==> src/rtl/layer_sequencer.sv <==
`default_nettype none
// +----------------------------------------------------------------------------+
// | Module : layer_sequencer                                                   |
// | Brief  : Sequences one fully-connected layer over a shared MAC datapath:   |
// |          clear, stream N_IN address pairs, drain, write back per neuron.   |
// | Rev    : 1.0  initial release                                              |
// +----------------------------------------------------------------------------+
module layer_sequencer #(
    parameter int N_IN   = 16,
    parameter int N_OUT  = 8,
    parameter int ADDR_W = 16
) (
    input  logic              clk,
    input  logic              rst,
    input  logic              start,
    input  logic              abort,
    input  logic              out_ready,
    output logic              busy,
    output logic              done,
    output logic              mem_rd,
    output logic [ADDR_W-1:0] in_addr,
    output logic [ADDR_W-1:0] w_addr,
    output logic              acc_clr,
    output logic              acc_en,
    output logic              act_wr,
    output logic [ADDR_W-1:0] out_idx
);

    localparam logic [2:0] c_st_idle  = 3'd0;
    localparam logic [2:0] c_st_clr   = 3'd1;
    localparam logic [2:0] c_st_issue = 3'd2;
    localparam logic [2:0] c_st_drain = 3'd3;
    localparam logic [2:0] c_st_write = 3'd4;
    localparam logic [2:0] c_st_done  = 3'd5;

    localparam logic [ADDR_W-1:0] c_last_i = ADDR_W'(N_IN - 1);
    localparam logic [ADDR_W-1:0] c_last_j = ADDR_W'(N_OUT - 1);
    localparam logic [ADDR_W-1:0] c_one    = ADDR_W'(1);

    logic [2:0]        r_state;
    logic [ADDR_W-1:0] r_i;
    logic [ADDR_W-1:0] r_j;
    logic [ADDR_W-1:0] r_waddr;
    logic              r_acc_en;

    logic [2:0]        w_state_nxt;
    logic [ADDR_W-1:0] w_i_nxt;
    logic [ADDR_W-1:0] w_j_nxt;
    logic [ADDR_W-1:0] w_waddr_nxt;
    logic              w_abort;
    logic              w_mem_rd;

    assign w_abort  = abort && (r_state != c_st_idle);
    assign w_mem_rd = (r_state == c_st_issue);

    always_ff @(posedge clk or posedge rst) begin
        if (rst) begin
            r_state  <= c_st_idle;
            r_i      <= '0;
            r_j      <= '0;
            r_waddr  <= '0;
            r_acc_en <= 1'b0;
        end else begin
            r_state  <= w_state_nxt;
            r_i      <= w_i_nxt;
            r_j      <= w_j_nxt;
            r_waddr  <= w_waddr_nxt;
            // memory read latency is one cycle, so data arrives the cycle after mem_rd
            r_acc_en <= w_abort ? 1'b0 : w_mem_rd;
        end
    end

    always_comb begin
        w_state_nxt = r_state;
        w_i_nxt     = r_i;
        w_j_nxt     = r_j;
        w_waddr_nxt = r_waddr;
        if (w_abort) begin
            w_state_nxt = c_st_idle;
            w_i_nxt     = '0;
            w_j_nxt     = '0;
            w_waddr_nxt = '0;
        end else begin
            case (r_state)
                c_st_idle: begin
                    if (start) begin
                        w_state_nxt = c_st_clr;
                        w_j_nxt     = '0;
                        w_waddr_nxt = '0;
                    end
                end
                c_st_clr: begin
                    w_i_nxt     = '0;
                    w_state_nxt = c_st_issue;
                end
                c_st_issue: begin
                    // weight address is a running count, no j*N_IN product needed
                    w_i_nxt     = r_i + c_one;
                    w_waddr_nxt = r_waddr + c_one;
                    if (r_i == c_last_i) begin
                        w_state_nxt = c_st_drain;
                    end
                end
                c_st_drain: begin
                    w_state_nxt = c_st_write;
                end
                c_st_write: begin
                    if (out_ready) begin
                        if (r_j == c_last_j) begin
                            w_state_nxt = c_st_done;
                        end else begin
                            w_j_nxt     = r_j + c_one;
                            w_state_nxt = c_st_clr;
                        end
                    end
                end
                c_st_done: begin
                    w_state_nxt = c_st_idle;
                end
                default: begin
                    w_state_nxt = c_st_idle;
                end
            endcase
        end
    end

    assign busy    = (r_state != c_st_idle);
    assign done    = (r_state == c_st_done);
    assign mem_rd  = w_mem_rd;
    assign in_addr = w_mem_rd ? r_i : '0;
    assign w_addr  = w_mem_rd ? r_waddr : '0;
    assign acc_clr = (r_state == c_st_clr);
    assign acc_en  = r_acc_en;
    assign act_wr  = (r_state == c_st_write);
    assign out_idx = (r_state == c_st_write) ? r_j : '0;

endmodule
`default_nettype wire

==> config.mk <==
export PLATFORM = sky130hd
export DESIGN_NAME = layer_sequencer
export DESIGN_NICKNAME = d
export VERILOG_FILES = /design/src/rtl/layer_sequencer.sv
export SDC_FILE = /design/constraint.sdc
export NUM_CORES = 1
export LEC_CHECK = 0
export CORE_UTILIZATION = 40
export DETAILED_ROUTE_END_ITERATION = 16
export PLACE_DENSITY = 0.65
export SLEW_MARGIN = 15
export SYNTH_ARGS = -nofsm -noshare
export SYNTH_HDL_FRONTEND = slang
export SYNTH_SLANG_ARGS = --single-unit
==> constraint.sdc <==
create_clock -name clk -period 5.43 [get_ports clk]
set_input_delay 1.086 -clock clk [delete_from_list [all_inputs] [get_ports clk]]
set_output_delay 1.086 -clock clk [all_outputs]
set_load 0.05 [all_outputs]
* Yosys cells after proc, flatten, opt, wreduce, memory -nomap -nowiden *
Index checks and enable logic that the tools add are counted.

word-level totals
  bits in registers = 52
  input port bits = 5
  output and inout port bits = 54
  word-level logic and storage cells = 47

cells by class
  add/subtract/negate cells = 3
  eq/ne operators = 11
  multiplexer cells = 19
  reduce and logical (&&, ||, !) cells = 9

operators by type and width
  kind                                                                      number
  16-bit 2-to-1 mux                                                         9
  16-bit case mux with 2 select lines                                       3
  16-bit by 1-bit adder with 16-bit output (second input constant)          3
  16-bit by 3-bit equality test with 1-bit output (second input constant)   1
  16-bit by 4-bit equality test with 1-bit output (second input constant)   1
  3-bit 2-to-1 mux                                                          5
  3-bit case mux with 5 select lines                                        1
  3-bit nonzero test                                                        4
  3-bit by 2-bit equality test with 1-bit output (second input constant)    2
  3-bit equality test (second input constant)                               2
  3-bit by 2-bit inequality test with 1-bit output (second input constant)  2
  3-bit inequality test (second input constant)                             2
  4-bit AND reduction                                                       1
  3-bit by 1-bit equality test with 1-bit output (second input constant)    1
  3-bit zero test                                                           1
  3-bit AND reduction                                                       1
  2-bit AND reduction                                                       1
  1-bit logical AND                                                         1
  1-bit 2-to-1 mux                                                          1

* Logic depth before layout (Yosys ltp) *
Gate-level depths: netlist of run 1.

  depth after elaboration = 5
  mapped depth = 8
  gate-level depth less buffers = 6

* Worst setup path after synthesis of run 1 *
OpenSTA, ideal clock, no wires.

  path type = register to output
  start = register r_state[1]
  end = output out_idx[10]
  data arrival time = 2.007 ns
  required time = 4.344 ns
  setup slack = 2.337 ns
  cell stages (with the launch flop) = 6
  buffers on the path = 3
  cells stage by stage = dfrtp_1 buf_2 nor3b_1 clkbuf_2 clkbuf_1 and2_1

on the way
  word-level cells in the longest chain between the ends = 2

ends and longest elaborated chain
  what                      RTL line  RTL
  start: declaration        40        logic [2:0] r_state;
  start signal: assignment  58        r_state <= c_st_idle;
  start signal: assignment  64        r_state <= w_state_nxt;
  3-bit equality test       --
  named net act_wr          25        output logic act_wr,
  16-bit 2-to-1 mux         135       assign out_idx = (r_state == c_st_write) ? r_j : '0;
  end: declaration          26        output logic [ADDR_W-1:0] out_idx

The timed path passes the listed nets, and every way through them passes these cells.

* Worst setup path after layout of run 1 *
  start = register r_state[1]
  end = output w_addr[4]

on the way
  word-level cells in the longest chain between the ends = 2

ends and longest elaborated chain
  what                                            RTL line  RTL
  3-bit by 2-bit equality test with 1-bit output  54        assign w_mem_rd = (r_state == c_st_issue);
  16-bit 2-to-1 mux                               131       assign w_addr = w_mem_rd ? r_waddr : '0;
  end: declaration                                22        output logic [ADDR_W-1:0] w_addr,

Every way passes these cells.

==> results of run 1 <==
path summary, 6_finish.rpt:
kind | startpoint | to | depth (start not counted)
min in group asynchronous | rst | r_waddr[14]$_DFFE_PP0P_ | 3
min | r_waddr[15]$_DFFE_PP0P_ | r_waddr[15]$_DFFE_PP0P_ | 1
max reg2reg | r_state[1]$_DFFE_PP0P_ | r_state[2]$_DFFE_PP0P_ | 8
max in group asynchronous | rst | r_i[13]$_DFFE_PP0P_ | 3
min reg2reg | r_waddr[15]$_DFFE_PP0P_ | r_waddr[15]$_DFFE_PP0P_ | 1
max | r_state[1]$_DFFE_PP0P_ | w_addr[4] | 4
sequential cells by signal, indices dropped and copies added, names as in the netlist:
name     count
r_i         16
r_j         16
r_waddr     16
r_state      3
acc_en       1
cells by family after synthesis:
kind of cell               after synthesis
and+or+nand+nor                        173
xor gates and xnor gates                 1
AOI/OAI and AO/OA                      119
DFF                                     52
adders and majority gates                4
buffers and inverters                   36
placed cells by master (no fill, tap or decap), drive strengths merged, types with 4 or more instances in the layout:
cell type,n
nand3,21
o21ai,50
clkbuf,7
clkdlybuf4s50,58
dfrtp,52
nor4,7
nand4,13
buf,4
a31oi,14
a21oi,23
nor3,7
nand2,31
and2,49
a21o,4
and3,5
inv,7
o31ai,11
nor3b,5
nor2,22
worst max-delay path: stages (launching register included):
cell             delay (ns)
dfrtp_1                0.53
nor3b_2                0.22
buf_4                  0.28
and2_1                 0.18
clkdlybuf4s50_1        0.80
per-layer routing:
layer / GRT usage [%] / up-vias / share of wire (%)
met5: 0 / - / 0
met4: 5.82 / 0 / 1.0
met3: 3.02 / 10 / 3.6
met2: 31.2 / 65 / 48
met1: 26.6 / 1419 / 47
li1: - / 1481 / -
through the flow:
step / instances / hold WS (ns) / utilization [%]
after floorplan: 385 / 0.436 / -
after global placement: 521 / 0.469 / 49.2
after detailed placement: 521 / 0.467 / 49.2
after CTS: 529 / 0.485 / 50.9
after global routing: 529 / 0.524 / 50.9
final: 529 / 0.478 / 50.9
where the power goes:
group          leakage, nW  internal, mW  total (mW)  switching (mW)
sequential           0.722         0.408       0.449          0.0417
combinational        0.767         0.102       0.329           0.227
clock               0.0645         0.163       0.292           0.129
area by class of cell:
type                            instances  area [um^2]
Clock inverter                          1         30.0
Sequential cell                        52         1300
Inverter                                8         30.0
Multi-Input combinational cell        297         1710
Tap cell                              102          128
Fill cell                             750         3780
Timing Repair Buffer                   62          611
Clock buffer                            7         96.3
==> results.json, run 1 <==
{
  "outcome": "complete, no violations",
  "min_path_type": "flop to flop",
  "grt_overflow_total": 0,
  "min_period_ns": 3.42,
  "netlist_area_um2": 3170,
  "path_clk_slew_ns": 0.09,
  "pre_cts_slack_ns": 1.78,
  "grt_usage_pct": 19.3,
  "via_per_inst": 5.62,
  "worst_pin_slew_ns": 1.06,
  "cts_resized": 0,
  "setup_ws_ns": 2.01,
  "drtIter0Drc": 83,
  "ys_async_sr_fraction_pct": 100,
  "htreeDepth": 2,
  "wire_per_inst_um": 14.5,
  "post-synth-top-count-cell": "dfrtp_1",
  "irDropWorstVdd_mv": 0.118,
  "design_area_um2": 3910,
  "num_antenna_cells": 0,
  "avgSynthCellArea_um2": 8.23,
  "setup_violations": 0,
  "grt_pass1_wl_mm": 13.1,
  "drt_wl_total_mm": 7.69,
  "ant_nets": 0,
  "yosys.area_share.simple_pct": 30.0,
  "tns_ns": 0,
  "grt_setup_unrepaired": "no",
  "yosys_most_used_dff": "dfrtp_1",
  "r2r_slack_ns": 2.69,
  "synth-compound-area-share_pct": 22.4,
  "grt_pass1_vias": 2715,
  "num_rows": 32,
  "synth_edf_count": 0,
  "synthesis.nets": 393,
  "cts_buffers": 5,
  "synthCells": 385,
  "start_util_pct": 41.2,
  "total_power_mw": 1.07,
  "drv_cap": 0,
  "cts_tree": "done",
  "synth.top_cell.area_share_pct": 41.1,
  "seq_area_frac_synth_pct": 41.1,
  "drcViolationCount": 0,
  "criticalPathCategory": "flop to output port",
  "areaGrowthSynthToFinish_pct": 23.5,
  "cts_setup_buffers": 0,
  "synth_common_cells": "52 x dfrtp_1, 49 x and2_1, 49 x o21ai_0",
  "critPathMaxFanout": 34,
  "hold_buffers": 0,
  "root_buffer": "clkbuf_8",
  "antenna_found_initial": 0,
  "slew_viol_final": 0,
  "layout.nets": 434,
  "drt_first_pass_iters": 4,
  "core_area_um2": 7690,
  "cp_data_required_time_ns": 4.34,
  "hold_violations": 0,
  "slew_headroom_pct": 28.8,
  "place.gp.congestion": 0.832,
  "synth_area_leader_cell": "dfrtp_1",
  "max_freq_ghz": 0.292,
  "finClkSkew_ns": 0.00946,
  "cts_num_sinks": 52,
  "dieArea_um2": 8280,
  "dp_hpwl_mm": 5.18,
  "ys_ff_latch": 52,
  "period_share_pct": 63.0,
  "yosys-top-cells-area": "dfrtp_1 41%, and2_1 9.7%, o21ai_0 7.7%",
  "boundaryPins": 59,
  "yosys_warnings": 0,
  "die_y_um": 91.0,
  "die_x_um": 91.0,
  "cp-start-kind": "flop",
  "power_density_nw_per_um2": 274,
  "synthXorXnorAreaFrac_pct": 0.277,
  "io_buffers": 58,
  "end_kind": "output port",
  "critical_path_arrival_ns": 2.33,
  "placed_cell_area_um2": 3780,
  "drive_above_1_share_pct": 4.45,
  "leakage_nw": 1.55,
  "vias": 2975,
  "synthMuxAreaShare_pct": 0,
  "synth_top_family_by_area": "simple AND/OR/NAND/NOR gates",
  "synth-adder-area-share_pct": 1.50,
  "grt_max_degree": 53,
  "clock_latency_ns": 0.31,
  "synth_cell_types": 45,
  "clk_path_buf_depth": 2
}
No activity file was read; power rests on OpenSTA's default activity.
==> inputs of run 2 (changes only) <==
==> constraint.sdc (replaced) <==
create_clock -name clk -period 3.15 [get_ports clk]
set_input_delay 0.63 -clock clk [delete_from_list [all_inputs] [get_ports clk]]
set_output_delay 0.63 -clock clk [all_outputs]
set_load 0.05 [all_outputs]
==> run 2 against run 1 <==
Sequential share of layout area down 3.9 points. Utilization up 6.7 points. Combinational power up 87%. Routed wire length up 8.1%. Global-route usage up 1.2 points. Clock skew about the same. Worst hold slack better by 0.0022 ns. Highest routed layer unchanged. Critical path depth down 1. Via count up 3.8%. Critical endpoint is now done. Non-clock buffer count up 3. Clock-buffer cell count down 1. Register-to-register slack worse by 1.8 ns.
==> results.json, run 2 (same netlist as run 1, synthesis figures left out) <==
{
  "p_int_mw": 1.14,
  "wire_per_inst_um": 15.6,
  "path_clk_slew_ns": 0.09,
  "clk_path_buf_depth": 2,
  "r2r_slack_ns": 0.92,
  "critical_path_arrival_ns": 2.09,
  "period_share_pct": 86.2,
  "boundaryPins": 59,
  "final_cell_count_no_fill": 532,
  "cp-startpoint": "r_state[2]$_DFFE_PP0P_",
  "drtIter0Drc": 170,
  "max_freq_ghz": 0.368,
  "outcome": "complete, no violations",
  "total_power_mw": 1.85,
  "clkPwrFrac_pct": 25.0,
  "setup_violations": 0,
  "cts_tree": "done",
  "place_inst": 524,
  "worst_pin_slew_ns": 1.07,
  "min_period_ns": 2.72,
  "grt.busiest_layer": "met2",
  "dieArea_um2": 8280,
  "min_path_type": "flop to flop",
  "grt_pass1_wl_mm": 14.0,
  "clock_latency_ns": 0.31,
  "drv_cap": 0,
  "endpoint": "done",
  "grt_max_degree": 35,
  "power_density_nw_per_um2": 418,
  "cts_num_sinks": 52,
  "swShare_pct": 38.1,
  "timing.rr.end": "r_j[14]$_DFFE_PP0P_",
  "p_comb_share_pct": 33.2,
  "root_buffer": "clkbuf_8",
  "reg_top3": "r_i (16), r_j (16), r_waddr (16)",
  "areaGrowthSynthToFinish_pct": 39.8,
  "slew_headroom_pct": 28.0,
  "grt_overflow_total": 0,
  "final_cell_mix": "52 x dfrtp_1, 51 x buf_12, 49 x o21ai_0, 49 x and2_1, 31 x nand2_1",
  "cts_buffers": 5,
  "grt_usage_pct": 20.5,
  "rr_worst_depth": 7,
  "finClkSkew_ns": 0.00916,
  "antenna_found_initial": 0,
  "layout.nets": 437,
  "holdWs_ns": 0.480,
  "drive_above_1_share_pct": 16.5,
  "criticalPathCategory": "flop to output port",
  "place.gp.congestion": 0.866,
  "htreeDepth": 2,
  "drcViolationCount": 0,
  "final_common_cell": "dfrtp_1",
  "die_x_um": 91.0,
  "use_met3_pct": 3.35,
  "hold_violations": 0,
  "grt_use_met1_pct": 26.4,
  "grtUsageMet2_pct": 35.2,
  "p_seq_share_pct": 41.8,
  "start_util_pct": 41.2,
  "slew_viol_final": 0,
  "end_kind": "output port",
  "tns_ns": 0,
  "critPathMaxFanout": 11,
  "dp_hpwl_mm": 5.71,
  "num_rows": 32,
  "num_antenna_cells": 0,
  "irDropWorstVdd_mv": 0.179,
  "ant_nets": 0,
  "io_buffers": 58,
  "grt_setup_unrepaired": "no",
  "leakage_nw": 1.80,
  "drt_wl_total_mm": 8.31,
  "hold_buffers": 0,
  "cts_setup_buffers": 0,
  "p_sw_mw": 0.704,
  "hold_depth": 1,
  "grt_pass1_vias": 2903,
  "cts_resized": 0,
  "cp-start-kind": "flop",
  "die_y_um": 91.0,
  "vias": 3089,
  "via_per_inst": 5.81,
  "core_area_um2": 7690,
  "cp_data_required_time_ns": 2.52,
  "drt_first_pass_iters": 4,
  "r2r-start": "r_state[2]$_DFFE_PP0P_"
}
[run 2: power groups by stage]
stage | Combinational (mW) | Clock [mW] | Sequential (mW)
2_1_floorplan | 0.455 | 0 | 0.754
3_3_place_gp | 0.597 | 0 | 0.783
3_5_place_dp | 0.613 | 0 | 0.786
4_1_cts | 0.616 | 0.469 | 0.773
5_1_grt | 0.668 | 0.492 | 0.786
6_report | 0.614 | 0.462 | 0.773
[run 2: routing by layer]
metal / share of wire, % / routed length [um]
met1: 44 / 3630
met2: 49 / 4100
met3: 5.3 / 441
met4: 1.6 / 131
met5: 0 / 0
[run 2: worst min-delay path by stage]
| stage | from | endpoint | slack, ns |
|---|---|---|---|
| finish | r_waddr[15]$_DFFE_PP0P_ | r_waddr[15]$_DFFE_PP0P_ | 0.48 |
| global route | r_waddr[15]$_DFFE_PP0P_ | r_waddr[15]$_DFFE_PP0P_ | 0.49 |
| CTS | r_waddr[15]$_DFFE_PP0P_ | r_waddr[15]$_DFFE_PP0P_ | 0.48 |
| global placement | r_waddr[15]$_DFFE_PP0P_ | r_waddr[15]$_DFFE_PP0P_ | 0.46 |
| detailed placement | r_waddr[15]$_DFFE_PP0P_ | r_waddr[15]$_DFFE_PP0P_ | 0.47 |
| floorplan | r_waddr[15]$_DFFE_PP0P_ | r_waddr[15]$_DFFE_PP0P_ | 0.44 |
[run 2: worst max-delay path, stage by stage (launching register included)]
cell and delay, ns:
dfrtp_1 0.54, inv_1 0.12, nor3b_1 0.28, clkdlybuf4s50_1 0.86
[run 2: area by class of cell]
cell class	instances	area, um^2
fillers	676	3260
multi-input cells	297	1710
flip-flops and latches	52	1300
repair buffers	65	1150
well taps	102	128
clock buffers	6	72.6
clock inverters	2	35.0
inverters	8	30.0
[run 2: stage by stage]
| stage | instance area [um^2] | worst slack [ns] | util [%] |
|---|---|---|---|
| 2_1_floorplan | 3170 | 0.513 | - |
| 5_1_grt | 4430 | 0.280 | 57.6 |
| 3_3_place_gp | 4320 | 0.615 | 56.2 |
| 4_1_cts | 4430 | 0.391 | 57.6 |
| 3_5_place_dp | 4320 | 0.489 | 56.2 |
| 6_report | 4430 | 0.434 | 57.6 |
